===== src/rtl/video_pkg.sv =====
// Shared FSM state type and default 640x480@60 timing for the video window generator.
package video_pkg;

  typedef enum logic {
    FWD = 1'b0,
    REV = 1'b1
  } dir_e;

  localparam int DEF_H_ACTIVE = 640;
  localparam int DEF_H_FP     = 16;
  localparam int DEF_H_SYNC   = 96;
  localparam int DEF_H_BP     = 48;
  localparam int DEF_V_ACTIVE = 480;
  localparam int DEF_V_FP     = 10;
  localparam int DEF_V_SYNC   = 2;
  localparam int DEF_V_BP     = 33;
  localparam int DEF_IMG_W    = 225;
  localparam int DEF_IMG_H    = 225;
  localparam int DEF_STEP     = 1;
  localparam int DEF_CW       = 12;

endpackage


===== src/rtl/bounce_axis.sv =====
// One axis of the window motion: walks 0..MAX in STEP increments and reverses at
// either end. The position only changes on cycles where step_en_i is high.
module bounce_axis
  import video_pkg::*;
#(
  parameter int MAX  = DEF_H_ACTIVE - DEF_IMG_W,
  parameter int STEP = DEF_STEP,
  parameter int CW   = DEF_CW
) (
  input  logic          clk_i,
  input  logic          rst_n,
  input  logic          step_en_i,
  output logic [CW-1:0] pos_o
);

  localparam logic [CW:0] MAX_W  = (CW+1)'(MAX);
  localparam logic [CW:0] STEP_W = (CW+1)'(STEP);

  dir_e          dir_q;
  logic [CW-1:0] pos_q;
  logic [CW:0]   fwd_sum;

  // One extra bit so the forward sum cannot wrap before it is compared with MAX.
  assign fwd_sum = {1'b0, pos_q} + STEP_W;

  always_ff @(posedge clk_i or negedge rst_n) begin
    if (!rst_n) begin
      dir_q <= FWD;
      pos_q <= '0;
    end else if (step_en_i) begin
      if (MAX == 0) begin
        dir_q <= FWD;
        pos_q <= '0;
      end else begin
        case (dir_q)
          FWD: begin
            if (fwd_sum >= MAX_W) begin
              pos_q <= MAX_W[CW-1:0];
              dir_q <= REV;
            end else begin
              pos_q <= fwd_sum[CW-1:0];
            end
          end
          REV: begin
            if ({1'b0, pos_q} <= STEP_W) begin
              pos_q <= '0;
              dir_q <= FWD;
            end else begin
              pos_q <= pos_q - STEP_W[CW-1:0];
            end
          end
          default: begin
            pos_q <= '0;
            dir_q <= FWD;
          end
        endcase
      end
    end
  end

  assign pos_o = pos_q;

endmodule


===== src/rtl/video_window_gen.sv =====
// Raster timing generator with a bouncing rectangular window overlay.
// Define VWG_REG_OUT_EN to add one register stage on every output (1-cycle latency).
module video_window_gen
  import video_pkg::*;
#(
  parameter int H_ACTIVE = DEF_H_ACTIVE,
  parameter int H_FP     = DEF_H_FP,
  parameter int H_SYNC   = DEF_H_SYNC,
  parameter int H_BP     = DEF_H_BP,
  parameter int V_ACTIVE = DEF_V_ACTIVE,
  parameter int V_FP     = DEF_V_FP,
  parameter int V_SYNC   = DEF_V_SYNC,
  parameter int V_BP     = DEF_V_BP,
  parameter int IMG_W    = DEF_IMG_W,
  parameter int IMG_H    = DEF_IMG_H,
  parameter int STEP     = DEF_STEP,
  parameter int CW       = DEF_CW
) (
  input  logic          clk_i,
  input  logic          rst_n,
  input  logic          i_move_en,
  output logic          o_hs,
  output logic          o_vs,
  output logic          o_de,
  output logic [CW-1:0] o_x,
  output logic [CW-1:0] o_y,
  output logic          o_win,
  output logic [CW-1:0] o_win_x,
  output logic [CW-1:0] o_win_y,
  output logic          o_frame_start,
  output logic          o_line_start
);

  localparam int H_TOTAL = H_ACTIVE + H_FP + H_SYNC + H_BP;
  localparam int V_TOTAL = V_ACTIVE + V_FP + V_SYNC + V_BP;

  localparam logic [CW-1:0] ONE    = CW'(1);
  localparam logic [CW-1:0] H_LAST = CW'(H_TOTAL - 1);
  localparam logic [CW-1:0] V_LAST = CW'(V_TOTAL - 1);
  localparam logic [CW-1:0] H_ACT  = CW'(H_ACTIVE);
  localparam logic [CW-1:0] V_ACT  = CW'(V_ACTIVE);
  localparam logic [CW-1:0] HS_BEG = CW'(H_ACTIVE + H_FP);
  localparam logic [CW-1:0] HS_END = CW'(H_ACTIVE + H_FP + H_SYNC);
  localparam logic [CW-1:0] VS_BEG = CW'(V_ACTIVE + V_FP);
  localparam logic [CW-1:0] VS_END = CW'(V_ACTIVE + V_FP + V_SYNC);
  localparam logic [CW:0]   IMG_WW = (CW+1)'(IMG_W);
  localparam logic [CW:0]   IMG_HW = (CW+1)'(IMG_H);

  logic [CW-1:0] h_q, h_d, v_q, v_d;
  logic          armed_q;
  logic          h_last, v_last, pos_step;
  logic [CW-1:0] pos_x, pos_y;
  logic [CW:0]   x_end, y_end;
  logic          in_x, in_y;

  logic          hs_d, vs_d, de_d, win_d, fs_d, ls_d;
  logic [CW-1:0] win_x_d, win_y_d;

  assign h_last = (h_q == H_LAST);
  assign v_last = (v_q == V_LAST);

  always_comb begin
    h_d = h_q + ONE;
    v_d = v_q;
    if (h_last) begin
      h_d = '0;
      v_d = v_last ? '0 : v_q + ONE;
    end
  end

  // Counters leave reset parked on the last pixel; armed_q skips that first
  // frame-end so the first frame after reset is drawn at the origin.
  always_ff @(posedge clk_i or negedge rst_n) begin
    if (!rst_n) begin
      h_q     <= H_LAST;
      v_q     <= V_LAST;
      armed_q <= 1'b0;
    end else begin
      h_q     <= h_d;
      v_q     <= v_d;
      armed_q <= 1'b1;
    end
  end

  assign pos_step = armed_q && i_move_en && h_last && v_last;

  bounce_axis #(
    .MAX (H_ACTIVE - IMG_W),
    .STEP(STEP),
    .CW  (CW)
  ) u_bounce_x (
    .clk_i    (clk_i),
    .rst_n    (rst_n),
    .step_en_i(pos_step),
    .pos_o    (pos_x)
  );

  bounce_axis #(
    .MAX (V_ACTIVE - IMG_H),
    .STEP(STEP),
    .CW  (CW)
  ) u_bounce_y (
    .clk_i    (clk_i),
    .rst_n    (rst_n),
    .step_en_i(pos_step),
    .pos_o    (pos_y)
  );

  assign x_end = {1'b0, pos_x} + IMG_WW;
  assign y_end = {1'b0, pos_y} + IMG_HW;
  assign in_x  = (h_q >= pos_x) && ({1'b0, h_q} < x_end);
  assign in_y  = (v_q >= pos_y) && ({1'b0, v_q} < y_end);

  assign hs_d    = !((h_q >= HS_BEG) && (h_q < HS_END));
  assign vs_d    = !((v_q >= VS_BEG) && (v_q < VS_END));
  assign de_d    = (h_q < H_ACT) && (v_q < V_ACT);
  assign win_d   = in_x && in_y;
  assign win_x_d = win_d ? (h_q - pos_x) : '0;
  assign win_y_d = win_d ? (v_q - pos_y) : '0;
  assign ls_d    = (h_q == '0);
  assign fs_d    = (h_q == '0) && (v_q == '0);

`ifdef VWG_REG_OUT_EN
  logic          hs_q, vs_q, de_q, win_q, fs_q, ls_q;
  logic [CW-1:0] x_q, y_q, win_x_q, win_y_q;

  always_ff @(posedge clk_i or negedge rst_n) begin
    if (!rst_n) begin
      hs_q    <= 1'b1;
      vs_q    <= 1'b1;
      de_q    <= 1'b0;
      win_q   <= 1'b0;
      fs_q    <= 1'b0;
      ls_q    <= 1'b0;
      x_q     <= H_LAST;
      y_q     <= V_LAST;
      win_x_q <= '0;
      win_y_q <= '0;
    end else begin
      hs_q    <= hs_d;
      vs_q    <= vs_d;
      de_q    <= de_d;
      win_q   <= win_d;
      fs_q    <= fs_d;
      ls_q    <= ls_d;
      x_q     <= h_q;
      y_q     <= v_q;
      win_x_q <= win_x_d;
      win_y_q <= win_y_d;
    end
  end

  assign o_hs          = hs_q;
  assign o_vs          = vs_q;
  assign o_de          = de_q;
  assign o_win         = win_q;
  assign o_frame_start = fs_q;
  assign o_line_start  = ls_q;
  assign o_x           = x_q;
  assign o_y           = y_q;
  assign o_win_x       = win_x_q;
  assign o_win_y       = win_y_q;
`else
  assign o_hs          = hs_d;
  assign o_vs          = vs_d;
  assign o_de          = de_d;
  assign o_win         = win_d;
  assign o_frame_start = fs_d;
  assign o_line_start  = ls_d;
  assign o_x           = h_q;
  assign o_y           = v_q;
  assign o_win_x       = win_x_d;
  assign o_win_y       = win_y_d;
`endif

endmodule

===== config.mk =====
export PLATFORM = sky130hd
export DESIGN_NAME = video_window_gen
export DESIGN_NICKNAME = d
export VERILOG_FILES = /design/src/rtl/video_pkg.sv /design/src/rtl/bounce_axis.sv /design/src/rtl/video_window_gen.sv
export SDC_FILE = /design/constraint.sdc
export NUM_CORES = 1
export LEC_CHECK = 0
export ABC_CLOCK_PERIOD_IN_PS = 4850
export CORE_UTILIZATION = 25
export CTS_CLUSTER_DIAMETER = 100
export CTS_CLUSTER_SIZE = 24
export DETAILED_ROUTE_END_ITERATION = 12
export DONT_BUFFER_PORTS = 1
export GPL_ROUTABILITY_DRIVEN = 1
export HOLD_SLACK_MARGIN = 0.05
export PLACE_DENSITY = 0.48
export SYNTH_ARGS = -nofsm -noshare
export SYNTH_HDL_FRONTEND = slang
export SYNTH_HIERARCHICAL = 1
export SYNTH_SLANG_ARGS = --single-unit

===== constraint.sdc =====
create_clock -name clk_i -period 4.85 [get_ports clk_i]
set_clock_uncertainty 0.15 [all_clocks]
set_input_delay 1.455 -clock clk_i [delete_from_list [all_inputs] [get_ports clk_i]]
set_output_delay 1.455 -clock clk_i [all_outputs]
set_load 0.02 [all_outputs]

==> results of run 1 <==
-- sequential cells by signal, summed over array words and instances, names as in the netlist --
| signal | flops |
|---|---|
| u_bounce_y/pos_o | 12 |
| o_y | 12 |
| u_bounce_x/dir_q | 1 |
| armed_q | 1 |
| u_bounce_x/pos_o | 12 |
| o_x | 12 |
| u_bounce_y/dir_q | 1 |
-- final timing paths --
check                                      from                   end
setup / recovery            u_bounce_y/pos_o[0]            o_win_x[9]
hold / removal             u_bounce_x/pos_o[11]  u_bounce_x/pos_o[11]
setup reg to reg                         o_y[0]  u_bounce_y/pos_o[11]
hold reg to reg            u_bounce_x/pos_o[11]  u_bounce_x/pos_o[11]
max in group asynchronous                 rst_n                o_y[3]
min in group asynchronous                 rst_n               o_x[11]
-- logic make-up (layout without fill, tap and decap cells) --
kind of cell | after synthesis | after routing
simple gates | 282 | 282
compound gates | 185 | 185
buf+inv | 80 | 112
fa+ha+maj | 67 | 67
xor+xnor | 53 | 53
flops | 51 | 51
mux | 5 | 5
other cells | 1 | 1
-- layer usage --
| metal | routed length [um] | vias to the layer above | track usage [%] |
|---|---|---|---|
| li1 | - | 2685 | - |
| met3 | 872 | 8 | 2.25 |
| met4 | 162 | 0 | 2.66 |
| met2 | 7620 | 125 | 22.3 |
| met1 | 8550 | 2530 | 20.0 |
| met5 | 0 | - | 0 |
-- timing repair --
item                                    in CTS  in global routing
endpoints found under the hold margin        0                  0
gates cloned                                 0                  1
setup buffers                                0                  9
resized for setup                            4                 24
pin swaps                                    1                  8
endpoints found under the setup margin      12                 25
-- final cells by class --
| class | count | area (um^2) |
|---|---|---|
| sequential | 51 | 1290 |
| inverter | 52 | 195 |
| clock inverter | 3 | 67.6 |
| clock buffer | 5 | 125 |
| fill | 2489 | 16100 |
| multi-input combinational | 593 | 4290 |
| tap | 313 | 392 |
| timing repair buffer | 52 | 415 |
-- critical path: cells and delay by family (launching register included) --
family,cells,cell delay [ns]
XOR/XNOR,1,0.15
adder cells (fa/ha/maj),2,0.47
AND/OR/NAND/NOR,4,0.54
flip-flops,1,0.35
buffers and inverters,4,0.67
AO/OA/AOI/OAI,3,0.65
-- cell usage in the layout (no fill, tap or decap), types with 5 or more instances in the layout --
| cell | count |
|---|---|
| dfrtp_1 | 40 |
| nand2b_1 | 7 |
| nor2_4 | 8 |
| xor2_1 | 11 |
| o21a_1 | 5 |
| nor2b_1 | 11 |
| o21ai_0 | 45 |
| a21o_1 | 7 |
| nand4_1 | 15 |
| o31ai_1 | 10 |
| nor4_1 | 9 |
| a21oi_1 | 45 |
| xnor2_1 | 40 |
| ha_1 | 64 |
| nor3_1 | 14 |
| nor2_1 | 51 |
| mux2i_1 | 5 |
| nand3_1 | 37 |
| a31oi_1 | 8 |
| clkbuf_16 | 5 |
| o21bai_1 | 6 |
| nand2_1 | 63 |
| and2_1 | 5 |
| buf_4 | 46 |
| inv_1 | 49 |
| dfstp_2 | 10 |
| or3_1 | 5 |
-- through the flow --
step	setup TNS (ns)	area, um^2	instances
finish	0	6770	1069
global route	-1.33	6770	1069
CTS	0	6590	1059
detailed placement	0	6390	1051
global placement	0	6390	1051
floorplan	0	5900	724
-- report_power, final --
| part | leakage, nW | switching [W] | internal (W) |
|---|---|---|---|
| sequential | 0.643 | 0.0000000917 | 0.000426 |
| clock | 0.0900 | 0.000181 | 0.000296 |
| combinational | 2.09 | 0.000000363 | 0.000000102 |
| total | 2.82 | 0.000181 | 0.000722 |
==> results.json, run 1 <==
{
  "async_reset_ff_share_pct": 100,
  "numCtsBuffers": 5,
  "layout-drive-gt1-share_pct": 17.5,
  "status": "finished, final reports clean",
  "yosys-top-cells-count": "ha_1 (65), nand2_1 (65), nor2_1 (52)",
  "grt_usage_pct": 14.0,
  "die_area_mm2": 0.0242,
  "finalHoldViolCount": 0,
  "peakVddDrop_uv": 115,
  "leakage_nw": 2.82,
  "grt_pass1_vias": 4887,
  "drc_errors": 0,
  "synth.top_cell.area_share_pct": 17.4,
  "p_per_area_mw_per_mm2": 133,
  "pre_cts_slack_ns": 0.250,
  "worst_hold_path_type": "reg -> reg",
  "avgRoutedWirePerCell_um": 16.1,
  "hold_buffers": 0,
  "clk_path_buf_depth": 2,
  "finalSetupViolCount": 0,
  "viasPerCell": 5.00,
  "cp_max_fo": 16,
  "drt-initial-drc-count": 250,
  "first_pass_iters": 5,
  "htreeDepth": 2,
  "ff2ff_path_depth": 12,
  "dp_hpwl_um": 13000,
  "n_antenna_cell": 0,
  "slowest_delay_ns": 0.35,
  "io_buffers": 0,
  "core.rowCount": 55,
  "setup.worst_path.end_class": "output port",
  "r2r_setup_slack_ns": 1.09,
  "grt_max_degree": 52,
  "synth_area_leaders": "dfrtp_1 (17%), ha_1 (14%), xnor2_1 (6.2%)",
  "clkLatencyLatePin_ns": 0.31,
  "cap_violations": 0,
  "fin_nets": 825,
  "synth.distinct_cells": 93,
  "clk_pin_slew_ns": 0.08,
  "antenna_found_initial": 0,
  "grt_pass1_wl_um": 27100,
  "die_height_um": 156,
  "io_pins": 57,
  "antenna_left": 0,
  "worstPathRequired_ns": 3.24,
  "netlist_area_mm2": 0.00590,
  "synth-compound-area-share_pct": 21.3,
  "syn-num-nets": 794,
  "synthMuxAreaShare_pct": 0.848,
  "final_core_util_pct": 29.5,
  "relSlewSlack_pct": 44.2,
  "fin_crit_sh_pct": 98.0,
  "num_vias": 5348,
  "min_path_cells": 2,
  "seq_area_frac_synth_pct": 21.8,
  "ys_ff_latch": 51,
  "design.core.area_mm2": 0.0229,
  "cp_data_arrival_time_ns": 3.15,
  "synth_top_family_by_area": "simple AND/OR/NAND/NOR gates",
  "crit_type": "reg -> out",
  "fp.dieW_um": 156,
  "area_growth_pct": 14.7,
  "finalWirelength_um": 17200,
  "cp_cell_sequence": "buf_4, ha_1, nand2_1, a211oi_2, xnor2_1, ha_1, nand4_1, o41ai_1, o31ai_1, nand4_1, buf_6, buf_6, nor3_2, buf_4",
  "tightest_slew_ns": 0.829,
  "cp-start-kind": "register",
  "synthSimpleGateAreaFrac_pct": 26.5,
  "start_util_pct": 25.7,
  "fin_ws_ns": 0.0977,
  "cts_tree": "built",
  "synth_warnings": 6,
  "clock-sinks": 51,
  "clockRootBuffer": "clkbuf_16",
  "slew_viol_final": 0,
  "synth_edf_count": 0,
  "hold_ws_ns": 0.426,
  "synth_xor_area_share_pct": 7.87,
  "period_minus_slack_ns": 4.75,
  "syn-mean-instance-area_um2": 8.15,
  "cpMaxStageDelayCell": "dfrtp_1",
  "synthCells": 724,
  "globalplace.congestion": 0.863,
  "yosys.area.top_type": "dfrtp_1",
  "synthFlopType": "dfrtp_1",
  "grt_overflow": 0,
  "power.total_w": 0.000903,
  "max_freq_mhz": 210,
  "synthAdderAreaFrac_pct": 14.5
}
Power figures use the tool's default switching activity.
==> inputs of run 2 (changes only) <==
--- a/config.mk
+++ b/config.mk
@@ -6,6 +6,8 @@
 export NUM_CORES = 1
 export LEC_CHECK = 0
 export ABC_CLOCK_PERIOD_IN_PS = 4850
+export CELL_PAD_IN_SITES_DETAIL_PLACEMENT = 0
+export CELL_PAD_IN_SITES_GLOBAL_PLACEMENT = 1
 export CORE_UTILIZATION = 25
 export CTS_CLUSTER_DIAMETER = 100
 export CTS_CLUSTER_SIZE = 24
@@ -13,7 +15,7 @@
 export DONT_BUFFER_PORTS = 1
 export GPL_ROUTABILITY_DRIVEN = 1
 export HOLD_SLACK_MARGIN = 0.05
-export PLACE_DENSITY = 0.48
+export PLACE_DENSITY = 0.57
 export SYNTH_ARGS = -nofsm -noshare
 export SYNTH_HDL_FRONTEND = slang
 export SYNTH_HIERARCHICAL = 1
==> run 2 against run 1 <==
Compared with the run above: first-iteration DRC count up 15%; final area up 0.87%; via count down 0.30%; register-to-register slack better by 0.15 ns; clock-buffer cell count up 1; critical path depth up 2; final cell count about the same; largest cell class unchanged; hold slack about the same; non-clock buffer count up 1; total power down 3.5%; clock power down 6.7%.
==> results.json, run 2 (synthesized netlist as in run 1, its figures left out) <==
{
  "r2r_setup_slack_ns": 1.24,
  "worstPathRequired_ns": 3.24,
  "slew_viol_final": 0,
  "layout_common_cells": "nand2_1 (65), ha_1 (65), inv_1 (48)",
  "start_util_pct": 25.7,
  "area_growth_pct": 15.7,
  "grt_pass1_wl_um": 29100,
  "htreeDepth": 2,
  "p_per_area_mw_per_mm2": 128,
  "max_freq_mhz": 208,
  "numCtsBuffers": 5,
  "hold_buffers": 0,
  "clk_path_buf_depth": 2,
  "tns_ns": 0,
  "cts_tree": "built",
  "grt_pass1_vias": 5093,
  "finalWirelength_um": 17900,
  "fin_nets": 826,
  "fp.dieW_um": 156,
  "layout-drive-gt1-share_pct": 17.2,
  "top_usage_layer": "met2",
  "drt-initial-drc-count": 288,
  "n_antenna_cell": 0,
  "fin_crit_sh_pct": 99.0,
  "die_area_mm2": 0.0242,
  "drc_errors": 0,
  "finalSetupViolCount": 0,
  "finalHoldViolCount": 0,
  "ff2ff_path_depth": 10,
  "design.core.area_mm2": 0.0229,
  "peakVddDrop_uv": 117,
  "grt_usage_pct": 15.1,
  "period_minus_slack_ns": 4.80,
  "worst_hold_path_type": "reg -> reg",
  "globalplace.congestion": 0.788,
  "num_vias": 5332,
  "io_buffers": 0,
  "use_met2_pct": 23.6,
  "grt_overflow": 0,
  "clkLatencyLatePin_ns": 0.31,
  "viasPerCell": 4.98,
  "final_core_util_pct": 29.8,
  "first_pass_iters": 4,
  "die_height_um": 156,
  "core.rowCount": 55,
  "cp_max_fo": 5,
  "dp_hpwl_um": 13500,
  "antenna_left": 0,
  "grt_setup_unrepaired": "true",
  "setup.worst_path.end_class": "output port",
  "clock-sinks": 51,
  "clockRootBuffer": "clkbuf_16",
  "pre_cts_slack_ns": 0.224,
  "use_met3_pct": 1.97,
  "relSlewSlack_pct": 39.4,
  "crit_type": "reg -> out",
  "fin_ws_ns": 0.0498,
  "clk_pin_slew_ns": 0.08,
  "cap_violations": 0,
  "leakage_nw": 2.83,
  "cp_data_arrival_time_ns": 3.20,
  "status": "finished, final reports clean",
  "min_path_cells": 2,
  "avgRoutedWirePerCell_um": 16.7,
  "cp-start-kind": "register",
  "io_pins": 57,
  "grt_max_degree": 52,
  "power.total_w": 0.000871,
  "grtUsageMet1_pct": 21.9,
  "antenna_found_initial": 0,
  "tightest_slew_ns": 0.901
}
-- run 2: cell count changes in the layout (fill, tap and decap cells not counted), sizes merged --
cell,before,now
buf,52,53
bufinv,2,1
clkbuf,5,6
clkinv,1,2
clkinvlp,1,0
-- run 2: final timing paths --
check                                  endpoint                  from
setup / recovery                     o_win_x[0]   u_bounce_y/pos_o[3]
hold / removal             u_bounce_x/pos_o[11]  u_bounce_x/pos_o[11]
setup reg to reg           u_bounce_y/pos_o[11]                o_x[1]
hold reg to reg            u_bounce_x/pos_o[11]  u_bounce_x/pos_o[11]
max in group asynchronous                o_y[9]                 rst_n
min in group asynchronous                o_y[0]                 rst_n
-- run 2: final cells by class --
type	instances	area, um^2
Tap cell	313	392
Multi-Input combinational cell	593	4310
Clock buffer	6	139
Clock inverter	2	35.0
Sequential cell	51	1290
Timing Repair Buffer	53	472
Fill cell	2487	16100
Inverter	52	195
-- run 2: what timing repair did --
| item | in CTS | in global routing |
|---|---|---|
| setup buffers | 0 | 8 |
| endpoints found under the setup margin | 23 | 25 |
| resized for setup | 4 | 44 |
| pin swaps | 1 | 26 |
-- run 2: critical path, stage by stage (launching register included) --
cell and delay (ns):
dfrtp_1 0.36, inv_2 0.06, nor3_4 0.24, nand3_2 0.17, nand2_1 0.10, nand2_1 0.06
xnor2_1 0.14, ha_1 0.30, nor2b_1 0.13, o21ai_1 0.15, o41ai_2 0.10, o31ai_2 0.30
nand4_1 0.23, buf_6 0.20, buf_12 0.14, nor2_4 0.08, buf_6 0.12
-- run 2: layer usage --
metal / wire length [um] / vias to the layer above
li1: - / 2688
met1: 9120 / 2519
met2: 7890 / 113
met3: 687 / 12
met4: 205 / 0
met5: 0 / -
-- run 2: per-stage QoR --
stage          area [um^2]  cells  hold WS (ns)
6_report              6830   1070         0.426
5_1_grt               6830   1070         0.470
4_1_cts               6600   1062         0.427
3_5_place_dp          6410   1054         0.409
3_3_place_gp          6410   1054         0.405
2_1_floorplan         5900    724         0.341
-- run 2: where the power goes --
group | switching (W) | internal [W]
clock | 0.000187 | 0.000258
sequential | 0.0000000861 | 0.000426
combinational | 0.000000274 | 0.000000101
total | 0.000188 | 0.000684
==> inputs of run 3 (changes only) <==
--- a/config.mk
+++ b/config.mk
@@ -8,14 +8,14 @@
 export ABC_CLOCK_PERIOD_IN_PS = 4850
 export CELL_PAD_IN_SITES_DETAIL_PLACEMENT = 0
 export CELL_PAD_IN_SITES_GLOBAL_PLACEMENT = 1
-export CORE_UTILIZATION = 25
+export CORE_UTILIZATION = 38
 export CTS_CLUSTER_DIAMETER = 100
 export CTS_CLUSTER_SIZE = 24
 export DETAILED_ROUTE_END_ITERATION = 12
 export DONT_BUFFER_PORTS = 1
 export GPL_ROUTABILITY_DRIVEN = 1
 export HOLD_SLACK_MARGIN = 0.05
-export PLACE_DENSITY = 0.57
+export PLACE_DENSITY = 0.76
 export SYNTH_ARGS = -nofsm -noshare
 export SYNTH_HDL_FRONTEND = slang
 export SYNTH_HIERARCHICAL = 1
==> run 3 against run 2 <==
Compared with the run above: sequential share of layout area up 0.93 points; critical path depth fell by 2; via count rose by 2.8%; fmax increased by 2.7%; first-iteration DRC count grew 70%; non-clock buffer count decreased by 6; total power fell by 2.7%; clock power shrank 5.2%; sequential power about the same; utilization is 13 points higher; wire length shrank 10%; largest cell class unchanged; largest power group is now sequential cells.
==> results.json, run 3 (synthesized netlist as in run 1, its figures left out) <==
{
  "placed_area_mm2": 0.00621,
  "worstPathRequired_ns": 3.24,
  "leakage_nw": 2.78,
  "crit_type": "reg -> out",
  "first_pass_iters": 5,
  "finalSetupViolCount": 0,
  "min_path_cells": 2,
  "r2r_setup_slack_ns": 1.15,
  "die_area_mm2": 0.0160,
  "peakVddDrop_uv": 100,
  "tns_ns": 0,
  "rr_endpoint": "u_bounce_y/pos_o[11]",
  "cp_max_fo": 16,
  "max_freq_mhz": 214,
  "antenna_left": 0,
  "clockRootBuffer": "clkbuf_16",
  "period_minus_slack_ns": 4.67,
  "final_common_cell": "nand2_1",
  "dp_hpwl_um": 12300,
  "io_pins": 57,
  "cp_data_arrival_time_ns": 3.07,
  "setup.worst_path.end_class": "output port",
  "drc_errors": 0,
  "viasPerCell": 5.84,
  "clock-sinks": 51,
  "fin_nets": 820,
  "worst_hold_path_type": "reg -> reg",
  "final_area_mm2": 0.00652,
  "globalplace.congestion": 0.878,
  "fp.dieW_um": 127,
  "drt-initial-drc-count": 490,
  "status": "finished, final reports clean",
  "avgRoutedWirePerCell_um": 17.1,
  "cts_tree": "built",
  "io_buffers": 0,
  "grt_overflow": 0,
  "die_height_um": 127,
  "grt_usage_pct": 20.1,
  "start_util_pct": 38.8,
  "cap_violations": 0,
  "antenna_found_initial": 0,
  "multi_input_area_mm2": 0.00424,
  "htreeDepth": 2,
  "min_from": "u_bounce_x/pos_o[11]",
  "finalHoldViolCount": 0,
  "pre_cts_slack_ns": 0.325,
  "hold_end": "u_bounce_x/pos_o[11]",
  "grt_max_degree": 52,
  "clk_path_buf_depth": 2,
  "tightest_slew_ns": 0.792,
  "core.rowCount": 45,
  "slew_viol_final": 0,
  "n_antenna_cell": 0,
  "clkLatencyLatePin_ns": 0.30,
  "hold_buffers": 0,
  "nFillCells": 1462,
  "clk_pin_slew_ns": 0.07,
  "finalWirelength_um": 16100,
  "design.core.area_mm2": 0.0152,
  "ff2ff_path_depth": 10,
  "num_vias": 5483,
  "p_per_area_mw_per_mm2": 130,
  "area_growth_pct": 10.4,
  "grt_pass1_wl_um": 26100,
  "seqCellArea_mm2": 0.00129,
  "grt_pass1_vias": 5137,
  "layout-drive-gt1-share_pct": 15.8,
  "r2r-start": "o_x[1]",
  "layout_common_cells": "nand2_1 (65), ha_1 (64), nor2_1 (51)",
  "cp-start-kind": "register",
  "fin_ws_ns": 0.178,
  "fin_crit_sh_pct": 96.3,
  "relSlewSlack_pct": 46.7,
  "numCtsBuffers": 5
}
-- run 3: cell types whose count changed in the layout (fill, tap and decap cells not counted), sizes merged --
cell,before,now
inv,51,52
clkinvlp,0,1
clkinv,2,1
buf,53,47
clkbuf,6,5
-- run 3: how the worst max path moves through the flow --
stage,from,end,cells after the start,slack (ns)
2_1_floorplan,u_bounce_y/pos_o[6],o_win_x[11],12,0.42
3_3_place_gp,u_bounce_y/pos_o[3],o_win_y[11],15,0.38
3_5_place_dp,u_bounce_y/pos_o[3],o_win_y[11],15,0.33
4_1_cts,u_bounce_y/pos_o[3],o_win_y[11],15,0.03
5_1_grt,u_bounce_y/pos_o[0],o_win_x[3],14,-0.01
6_report,u_bounce_y/pos_o[0],o_win_x[3],14,0.18
-- run 3: power breakdown --
| group | total, W | internal (W) | switching [W] |
|---|---|---|---|
| clock network | 0.000422 | 0.000246 | 0.000176 |
| logic | 0.000000361 | 0.000000101 | 0.000000258 |
| registers | 0.000426 | 0.000426 | 0.0000000928 |
| total | 0.000848 | 0.000672 | 0.000177 |
-- run 3: critical path, cell delays in order, from the launching register on --
cell and delay (ns):
dfrtp_1 0.35, buf_4 0.22, ha_1 0.20, inv_1 0.05, fa_1 0.41, a21o_1 0.18, a21oi_1 0.36, a211oi_1 0.14
nor2_1 0.18, nor3_2 0.05, nand4_1 0.11, buf_6 0.13, buf_2 0.16, nor2_1 0.06, buf_4 0.15
-- run 3: area by class of cell --
class	instances	area share (%)
sequential	51	19.8
inverter	52	3.00
tap	188	3.61
clock inverter	3	0.711
clock buffer	5	1.92
multi-input combinational	593	65.0
timing repair buffer	47	5.93
-- run 3: layer usage --
| metal | share of wire [%] | GRT usage, % | vias to the layer above |
|---|---|---|---|
| met1 | 47 | 27.2 | 2610 |
| met4 | 2.4 | 6.80 | 0 |
| met5 | 0 | 0 | - |
| met2 | 46 | 33.7 | 165 |
| met3 | 3.8 | 1.73 | 25 |
| li1 | - | - | 2683 |
-- run 3: per-stage QoR --
| stage | total power (W) | instances | util, % | hold WS [ns] |
|---|---|---|---|---|
| after CTS | 0.000860 | 932 | 42.0 | 0.423 |
| after global routing | 0.000877 | 939 | 42.9 | 0.470 |
| after floorplan | 0.000434 | 724 | - | 0.341 |
| after detailed placement | 0.000434 | 924 | 40.9 | 0.405 |
| after global placement | 0.000434 | 924 | 40.9 | 0.404 |
| final | 0.000848 | 939 | 42.9 | 0.424 |
-- run 3: timing repair --
item | CTS | global route
pin swaps | 0 | 9
gates cloned | 0 | 1
setup endpoints to repair | 2 | 25
gates resized for setup | 1 | 18
buffers inserted | 0 | 6
